$ cat config.mk
export PLATFORM = sky130hd
export DESIGN_NAME = mfp_ahb_melody_seq
export DESIGN_NICKNAME = d
export VERILOG_FILES = /design/src/rtl/mfp_ahb_melody_seq.sv
export SDC_FILE = /design/constraint.sdc
export NUM_CORES = 1
export LEC_CHECK = 0
export ABC_AREA = 1
export ABC_CLOCK_PERIOD_IN_PS = 2600
export BUFFER_PORTS_ARGS = -buffer_cell sky130_fd_sc_hd__buf_2
export CAP_MARGIN = 20
export CORE_ASPECT_RATIO = 1.1
export CORE_MARGIN = 2
export CORE_UTILIZATION = 30
export CTS_BUF_LIST = sky130_fd_sc_hd__clkbuf_8
export CTS_CLUSTER_DIAMETER = 40
export DETAILED_ROUTE_END_ITERATION = 10
export GPL_ROUTABILITY_DRIVEN = 0
export PLACE_DENSITY = 0.45
export SETUP_SLACK_MARGIN = 0.3
export SYNTH_ARGS = -nofsm -noshare
export SYNTH_HDL_FRONTEND = slang
export SYNTH_SLANG_ARGS = --single-unit
$ cat constraint.sdc
create_clock -name clk -period 2.6 [get_ports clk]
set_input_delay 0.78 -clock clk [delete_from_list [all_inputs] [get_ports clk]]
set_output_delay 0.78 -clock clk [all_outputs]
set_load 0.01 [all_outputs]
$ cat src/rtl/mfp_ahb_melody_seq.sv
// Note sequencer for the buzzer: a small FIFO of (note, duration) entries played back in order,
// each note held for its duration in ms and followed by a fixed silent gap.
module mfp_ahb_melody_seq #(
  parameter int TICK_DIV = 50_000,
  parameter int DEPTH    = 8,
  parameter int DUR_W    = 12,
  parameter int GAP_MS   = 20
) (
  input  logic                     clk,
  input  logic                     resetn,
  input  logic                     wr_valid,
  output logic                     wr_ready,
  input  logic [2:0]               wr_note,
  input  logic [DUR_W-1:0]         wr_dur,
  input  logic                     enable,
  input  logic                     flush,
  output logic [31:0]              note_out,
  output logic                     busy,
  output logic [$clog2(DEPTH):0]   level,
  output logic                     done_pulse,
  output logic [1:0]               state_dbg
);

  localparam int AW = $clog2(DEPTH);
  localparam int PW = (TICK_DIV > 1) ? $clog2(TICK_DIV) : 1;
  localparam int EW = DUR_W + 3;

  typedef enum logic [1:0] {S_IDLE = 2'd0, S_PLAY = 2'd1, S_GAP = 2'd2} state_t;

  // Handshake: an entry transfers on any rising clk edge where wr_valid && wr_ready;
  // wr_valid may be held or dropped freely and is ignored while wr_ready is low.

  logic [EW-1:0]    mem_q [DEPTH];
  logic [AW-1:0]    wr_ptr_q, wr_ptr_d, rd_ptr_q, rd_ptr_d;
  logic [AW:0]      level_q, level_d;
  state_t           state_q, state_d;
  logic [PW-1:0]    presc_q, presc_d;
  logic [DUR_W-1:0] ms_q, ms_d;
  logic [2:0]       cur_note_q, cur_note_d;
  logic [2:0]       note_out_q, note_out_d;
  logic             busy_q, busy_d;
  logic             end_q, end_d;
  logic             done_q, done_d;

  logic             full, empty, push, pop, active, tick;
  logic [2:0]       head_note;
  logic [DUR_W-1:0] head_dur;

  always_comb begin
    full      = (level_q == (AW+1)'(DEPTH));
    empty     = (level_q == '0);
    wr_ready  = !full && !flush;
    push      = wr_valid && wr_ready;
    head_note = mem_q[rd_ptr_q][EW-1:DUR_W];
    head_dur  = mem_q[rd_ptr_q][DUR_W-1:0];
    active    = (state_q != S_IDLE);
    tick      = active && enable && (presc_q == PW'(TICK_DIV - 1));
  end

  always_ff @(posedge clk) begin
    if (push) mem_q[wr_ptr_q] <= {wr_note, wr_dur};
  end

  // State register
  always_ff @(posedge clk or negedge resetn) begin
    if (!resetn) begin
      state_q    <= S_IDLE;
      wr_ptr_q   <= '0;
      rd_ptr_q   <= '0;
      level_q    <= '0;
      presc_q    <= '0;
      ms_q       <= '0;
      cur_note_q <= '0;
      note_out_q <= '0;
      busy_q     <= 1'b0;
      end_q      <= 1'b0;
      done_q     <= 1'b0;
    end else begin
      state_q    <= state_d;
      wr_ptr_q   <= wr_ptr_d;
      rd_ptr_q   <= rd_ptr_d;
      level_q    <= level_d;
      presc_q    <= presc_d;
      ms_q       <= ms_d;
      cur_note_q <= cur_note_d;
      note_out_q <= note_out_d;
      busy_q     <= busy_d;
      end_q      <= end_d;
      done_q     <= done_d;
    end
  end

  // Next-state logic; the prescaler and ms counter only move while enable is high.
  always_comb begin
    state_d    = state_q;
    presc_d    = presc_q;
    ms_d       = ms_q;
    cur_note_d = cur_note_q;
    pop        = 1'b0;
    end_d      = 1'b0;
    if (flush) begin
      state_d = S_IDLE;
      presc_d = '0;
      ms_d    = '0;
    end else begin
      case (state_q)
        S_IDLE: begin
          if (!empty && enable) begin
            pop = 1'b1;
            if (head_dur != '0) begin
              state_d    = S_PLAY;
              ms_d       = head_dur;
              cur_note_d = head_note;
              presc_d    = '0;
            end
          end
        end
        S_PLAY, S_GAP: begin
          if (enable) presc_d = tick ? '0 : presc_q + PW'(1);
          if (tick) begin
            if (ms_q == DUR_W'(1)) begin
              presc_d = '0;
              if (state_q == S_PLAY) begin
                end_d = 1'b1;
                if (GAP_MS != 0) begin
                  state_d = S_GAP;
                  ms_d    = DUR_W'(GAP_MS);
                end else begin
                  state_d = S_IDLE;
                  ms_d    = '0;
                end
              end else begin
                state_d = S_IDLE;
                ms_d    = '0;
              end
            end else begin
              ms_d = ms_q - DUR_W'(1);
            end
          end
        end
        default: state_d = S_IDLE;
      endcase
    end
    wr_ptr_d = flush ? '0 : (push ? wr_ptr_q + AW'(1) : wr_ptr_q);
    rd_ptr_d = flush ? '0 : (pop ? rd_ptr_q + AW'(1) : rd_ptr_q);
    level_d  = flush ? '0 : level_q + (AW+1)'(push) - (AW+1)'(pop);
  end

  // Outputs trail the state by one register stage, so note, busy and done stay aligned.
  always_comb begin
    note_out_d = (!flush && enable && state_q == S_PLAY) ? cur_note_q : 3'd0;
    busy_d     = !flush && active;
    done_d     = !flush && end_q;
  end

  assign note_out   = {29'd0, note_out_q};
  assign busy       = busy_q;
  assign level      = level_q;
  assign done_pulse = done_q;
  assign state_dbg  = state_q;

endmodule

==> results.py, run 1 <==
metrics = {
    "run_status": {
        "outcome": "finished, final reports clean",
    },
    "sta": {
        "finalWorstSetupSlack_ps": 405,
        "finClkSkew_ps": 15.5,
        "finalCriticalPeriod_ps": 2190,
        "setup_viol": 0,
        "hold_viol_final": 0,
        "rsz0062_at_grt": "false",
        "tns_ps": 0,
        "timing.final.max_slew_violations": 0,
        "clock.fmax_ghz": 0.456,
        "fin_crit_sh_pct": 84.4,
    },
    "synthesis": {
        "synth_xor_xnor_area_share_pct": 1.51,
        "async_flop_share_pct": 29.0,
        "synth-main-ff-cell": "edfxtp_1",
        "syn-cell-area_um2": 8130,
        "synth_seq_area_share_pct": 59.4,
        "synth.distinct_cells": 34,
        "synth_edf_count": 120,
        "synthMuxAreaShare_pct": 0,
        "synth_fa_ha_area_share_pct": 2.25,
        "netlist_instances": 852,
        "synth_seq_cells": 169,
        "synth-simple-area-share_pct": 21.5,
        "avgSynthCellArea_um2": 9.54,
        "ys_warn_count": 0,
        "synth_top_family_by_area": "simple AND/OR/NAND/NOR gates",
        "synth-compound-area-share_pct": 5.94,
    },
    "critical_path": {
        "crit_slowest_cell": "dfrtp_1",
        "critical_path.max_fanout": 3,
        "rr_endpoint": "level[3]",
        "r2r-start": "level[2]",
        "cp-start-kind": "register",
        "r2r_cells": 12,
        "reg2reg_slack_ps": 490,
        "cpPeakStageDelay_ps": 400,
        "worst_ep_required_time_ps": 1820,
        "critPathCaptureType": "output port",
        "crit_chain": "inv_1 > ha_2 > a31oi_4 > buf_6",
        "critPathKind": "register to output port",
        "critical_path_arrival_ps": 1410,
    },
    "die": {
        "num_io_pins": 61,
        "start_util_pct": 30.3,
        "die_area_um2": 28400,
        "coreArea_um2": 26800,
        "fp-row-count": 63,
        "die_w_um": 161,
        "die_h_um": 177,
    },
    "power_and_ir_drop": {
        "p_leak_nw": 3.91,
        "ir_drop_mv": 0.277,
        "powerDensity_nw_per_um2": 821,
    },
    "clocking": {
        "clockRootBuffer": "clkbuf_8",
        "postCtsHoldBufs": 0,
        "cts_max_path_buffers": 2,
        "cts_tree": "built",
        "clock-sinks": 169,
        "insertion_delay_ps": 460,
        "htree_levels": 4,
        "cts_inserted_buffers": 17,
        "cts.reportedPaths.clkPinSlew_ps": 100,
    },
    "finish": {
        "nets": 944,
        "mostFrequentLayoutCell": "nand2_1",
        "antennaDiodeCount": 0,
        "syn2layout_area_growth_pct": 16.0,
        "drive_gt1_share_pct": 15.0,
        "fill_cells": 2763,
        "final_cell_mix": "nand2_1, edfxtp_1, inv_1, nor2_1, nand3_1",
    },
    "route": {
        "dr.pass1.iters": 5,
        "antenna_left": 0,
        "totalWireLength_um": 19500,
        "vias": 5730,
        "drc": 0,
        "avgRoutedWirePerCell_um": 15.3,
        "drt_iter0_drc": 329,
        "via_per_inst": 4.48,
    },
    "grt": {
        "grt_start_max_net_pins": 50,
        "gr-usage-all-layers_pct": 14.3,
        "antenna_found_initial": 1,
        "grt_pass1_wl_um": 30900,
        "gr-total-overflow": 0,
        "grt_pass1_vias": 5413,
    },
    "job": {
        "cap_violations": 0,
    },
    "placed_design": {
        "dp_hpwl_um": 12400,
        "io_buffers": 31,
        "preCtsSetupSlack_ps": 142,
    },
    "min_path": {
        "hp-class": "primary input to async pin",
    },
}
## power by group
| group | internal, mW | switching [mW] | total (mW) |
|---|---|---|---|
| combinational | 0.962 | 1.71 | 2.67 |
| clock | 0.699 | 1.09 | 1.79 |
| sequential | 3.11 | 0.166 | 3.28 |
## cells by family (layout without fill, tap and decap cells)
| group | Yosys count | count (layout) |
|---|---|---|
| simple gates | 410 | 411 |
| flops | 169 | 169 |
| xor+xnor | 14 | 14 |
| compound gates | 87 | 87 |
| fa+ha+maj | 14 | 14 |
| other cells | 1 | 29 |
| buf+inv | 157 | 198 |
## synthesized netlist by cell type, types with 6 or more instances
cell type / n / area [µm²]
a21oi_1: 7 / 35.0
buf_2: 12 / 60.1
buf_4: 34 / 255
clkbuf_1: 11 / 41.3
dfrtp_1: 49 / 1230
edfxtp_1: 120 / 3600
ha_1: 13 / 163
inv_1: 92 / 345
nand2_1: 212 / 796
nand3_1: 67 / 335
nand4_1: 21 / 131
nor2_1: 88 / 330
nor3_1: 7 / 35.0
o21ai_0: 31 / 155
o21ai_1: 27 / 135
o221ai_1: 6 / 52.6
o22ai_1: 10 / 62.6
xor2_1: 10 / 87.6
## what timing repair did
item | in CTS | in global routing
setup endpoints to repair | 17 | 36
setup buffers | 1 | 4
pin swaps | 0 | 5
cloned | 0 | 1
resized for setup | 3 | 12
## sequential cells by signal (all words and copies together), names as in the netlist
name and count:
busy 1, cur_note_q 3, done_pulse 1, end_q 1
level 4, mem_q 120, ms_q 12, note_out_q 3
presc_q 16, rd_ptr_q 3, state_dbg 2, wr_ptr_q 3
## metal layers
layer / up-vias / wire length (µm) / share of wire, % / GRT usage (%)
met2: 104 / 9690 / 50 / 24.4
li1: 2892 / - / - / -
met4: 2 / 223 / 1.1 / 4.02
met5: - / 7 / 0.036 / 0
met3: 16 / 625 / 3.2 / 2.65
met1: 2716 / 9000 / 46 / 18.5
## worst max-delay path, delay by kind of cell, from the launching register on
family / cells / cell delay (ps)
buffers and inverters: 2 / 250
DFF: 1 / 400
adders and majority gates: 1 / 220
AOI/OAI and AO/OA: 1 / 90
## worst max-delay path by stage
stage	cells after the start	to	start	slack (ps)
3_3_place_gp	12	level[3]	enable	180
6_report	4	wr_ready	level[2]	410
4_1_cts	12	ms_q[9]	rd_ptr_q[0]	280
2_1_floorplan	9	level[1]	flush	270
3_5_place_dp	12	level[3]	enable	140
5_1_grt	12	level[3]	level[2]	280
## area by class of cell
class | count | area, µm² | share of cell area, %
sequential | 169 | 4830 | 51.2
multi-input combinational | 555 | 2780 | 29.5
timing repair buffer | 71 | 641 | 6.79
tap | 357 | 447 | 4.74
inverter | 96 | 365 | 3.87
clock buffer | 17 | 234 | 2.48
clock inverter | 14 | 134 | 1.42
## per-stage QoR
stage	power [mW]	area (µm²)	std cells	utilization [%]	hold slack, ps
floorplan	5.18	8330	880	-	434
global placement	5.92	8940	1242	33.4	458
detailed placement	5.92	8940	1242	33.4	456
CTS	7.78	9330	1274	34.8	299
global route	8.32	9430	1279	35.2	301
finish	7.74	9430	1279	35.2	305
(Power assumes the default switching activity.)
==> run 2: changes to the inputs <==
--- a/config.mk
+++ b/config.mk
@@ -6,7 +6,7 @@
 export NUM_CORES = 1
 export LEC_CHECK = 0
 export ABC_AREA = 1
-export ABC_CLOCK_PERIOD_IN_PS = 2600
+export ABC_CLOCK_PERIOD_IN_PS = 1950
 export BUFFER_PORTS_ARGS = -buffer_cell sky130_fd_sc_hd__buf_2
 export CAP_MARGIN = 20
 export CORE_ASPECT_RATIO = 1.1
@@ -16,7 +16,7 @@
 export CTS_CLUSTER_DIAMETER = 40
 export DETAILED_ROUTE_END_ITERATION = 10
 export GPL_ROUTABILITY_DRIVEN = 0
-export PLACE_DENSITY = 0.45
+export PLACE_DENSITY = 0.46
 export SETUP_SLACK_MARGIN = 0.3
 export SYNTH_ARGS = -nofsm -noshare
 export SYNTH_HDL_FRONTEND = slang
==> constraint.sdc (replaced) <==
create_clock -name clk -period 1.95 [get_ports clk]
set_input_delay 0.585 -clock clk [delete_from_list [all_inputs] [get_ports clk]]
set_output_delay 0.585 -clock clk [all_outputs]
set_load 0.01 [all_outputs]
==> run 2 against run 1 <==
Net effect: the flow now finishes with violations (setup timing); sequential cell count is the same; power rose by 54%; hold slack got worse by 230 ps; via count rose by 6.6%; largest cell class unchanged; highest routed layer unchanged.
==> results.py, run 2 (synthesis gave the netlist of run 1 again) <==
metrics = {
    "run_status": {
        "outcome": "finished with violations",
        "violations": "setup timing",
    },
    "die": {
        "die_area_um2": 28400,
        "coreArea_um2": 26800,
        "die_h_um": 177,
        "start_util_pct": 30.3,
        "num_io_pins": 61,
        "fp-row-count": 63,
        "die_w_um": 161,
    },
    "route": {
        "via_per_inst": 4.47,
        "avgRoutedWirePerCell_um": 15.5,
        "vias": 6111,
        "antenna_left": 0,
        "drc": 0,
        "totalWireLength_um": 21100,
        "drt_iter0_drc": 333,
        "dr.pass1.iters": 5,
    },
    "grt": {
        "grt_pass1_wl_um": 32200,
        "grt_start_max_net_pins": 37,
        "gr-total-overflow": 0,
        "gr-usage-all-layers_pct": 14.8,
        "grt_pass1_vias": 5779,
        "antenna_found_initial": 1,
    },
    "finish": {
        "antennaDiodeCount": 0,
        "nets": 1030,
        "syn2layout_area_growth_pct": 30.7,
        "drive_gt1_share_pct": 26.8,
        "mostFrequentLayoutCell": "nand2_1",
        "final_cell_area_um2": 10600,
        "final_cell_mix": "nand2_1, edfxtp_1, inv_1, buf_4, nor2_1",
        "largest_reg_flops": 120,
        "regMostFlops": "mem_q",
        "top_regs": "mem_q (120), presc_q (16), ms_q (12)",
    },
    "critical_path": {
        "critPathKind": "register to register",
        "critical_path.max_fanout": 7,
        "worst_ep_required_time_ps": 2290,
        "critPathCaptureType": "register",
        "cp-start-kind": "register",
        "critical_path_arrival_ps": 2450,
    },
    "clocking": {
        "postCtsHoldBufs": 0,
        "clockRootBuffer": "clkbuf_8",
        "insertion_delay_ps": 460,
        "cts.reportedPaths.clkPinSlew_ps": 110,
        "htree_levels": 4,
        "clock-sinks": 169,
        "cts_inserted_buffers": 17,
        "cts_max_path_buffers": 2,
        "cts_tree": "built",
    },
    "min_path": {
        "hp-class": "primary input to async pin",
    },
    "sta": {
        "clock.fmax_ghz": 0.475,
        "finalWorstSetupSlack_ps": -154,
        "holdWs_ps": 73.8,
        "finClkSkew_ps": 19.6,
        "fin_crit_sh_pct": 108,
        "finalCriticalPeriod_ps": 2100,
        "setup_viol": 77,
        "rsz0062_at_grt": "true",
        "timing.final.max_slew_violations": 0,
        "hold_viol_final": 0,
        "tns_ps": -5350,
    },
    "power_and_ir_drop": {
        "switchingPower_mw": 4.47,
        "pwr-share-clk_pct": 20.7,
        "powerDensity_nw_per_um2": 1120,
        "fin_total_pwr_mw": 11.9,
        "combPwrFrac_pct": 42.4,
        "ir_drop_mv": 0.431,
        "p_seq_share_pct": 36.9,
        "cell_internal_pwr_mw": 7.43,
        "p_leak_nw": 4.46,
        "sw_frac_of_total_pct": 37.6,
    },
    "placed_design": {
        "io_buffers": 31,
        "dp_hpwl_um": 13400,
        "dpl-instance-area_um2": 9470,
    },
    "job": {
        "cap_violations": 0,
    },
}
## run 2: power groups by stage
stage / logic [mW] / clock network (mW) / registers (mW)
floorplan: 2.62 / 0 / 4.42
global placement: 4.00 / 0 / 4.43
detailed placement: 4.02 / 0 / 4.43
CTS: 4.74 / 2.54 / 4.38
global route: 5.55 / 2.68 / 4.43
finish: 5.04 / 2.47 / 4.39
## run 2: final cells by class
class | instances | area (µm²)
clock inverter | 15 | 154
clock buffer | 17 | 234
tap | 357 | 447
inverter | 96 | 373
sequential | 169 | 4830
multi-input combinational | 555 | 3000
timing repair buffer | 157 | 1580
fill | 2698 | 16200
## run 2: final timing paths
path | startpoint | to | slack (ps) | cells after the start
max | rd_ptr_q[0] | ms_q[10] | -150 | 13
min | resetn | presc_q[7] | 70 | 1
max reg2reg | rd_ptr_q[0] | ms_q[10] | -150 | 13
min reg2reg | end_q | done_pulse | 480 | 2
max in group asynchronous | resetn | level[3] | 1310 | 2
min in group clk | wr_note[0] | mem_q[1][12] | 390 | 1
## run 2: layer usage
metal	wire length [µm]	GRT usage, %
met1	9700	19.3
met2	10600	25.6
met3	546	2.37
met4	259	4.09
met5	11	0
## run 2: critical path: stages (launching register included)
cell and delay [ps]:
dfrtp_2 540, inv_8 100, buf_12 160, buf_6 120
o21ai_1 120, nand3_1 90, nand2_2 100, nand2_2 70
nor2_4 130, nand4_4 130, buf_4 170, buf_6 130
nand4_1 70, nand2_1 60
## run 2: what timing repair did
action,in CTS,in global routing
buffers inserted,17,11
resized for setup,72,29
pin swaps,23,9
cloned,5,3
endpoints found under the setup margin,166,167
## run 2: metrics by stage
| stage | instances | worst slack (ps) | util (%) |
|---|---|---|---|
| 2_1_floorplan | 880 | -177 | - |
| 3_3_place_gp | 1298 | -241 | 35.4 |
| 3_5_place_dp | 1298 | -302 | 35.4 |
| 4_1_cts | 1352 | -145 | 38.8 |
| 5_1_grt | 1366 | -258 | 39.7 |
| 6_report | 1366 | -154 | 39.7 |
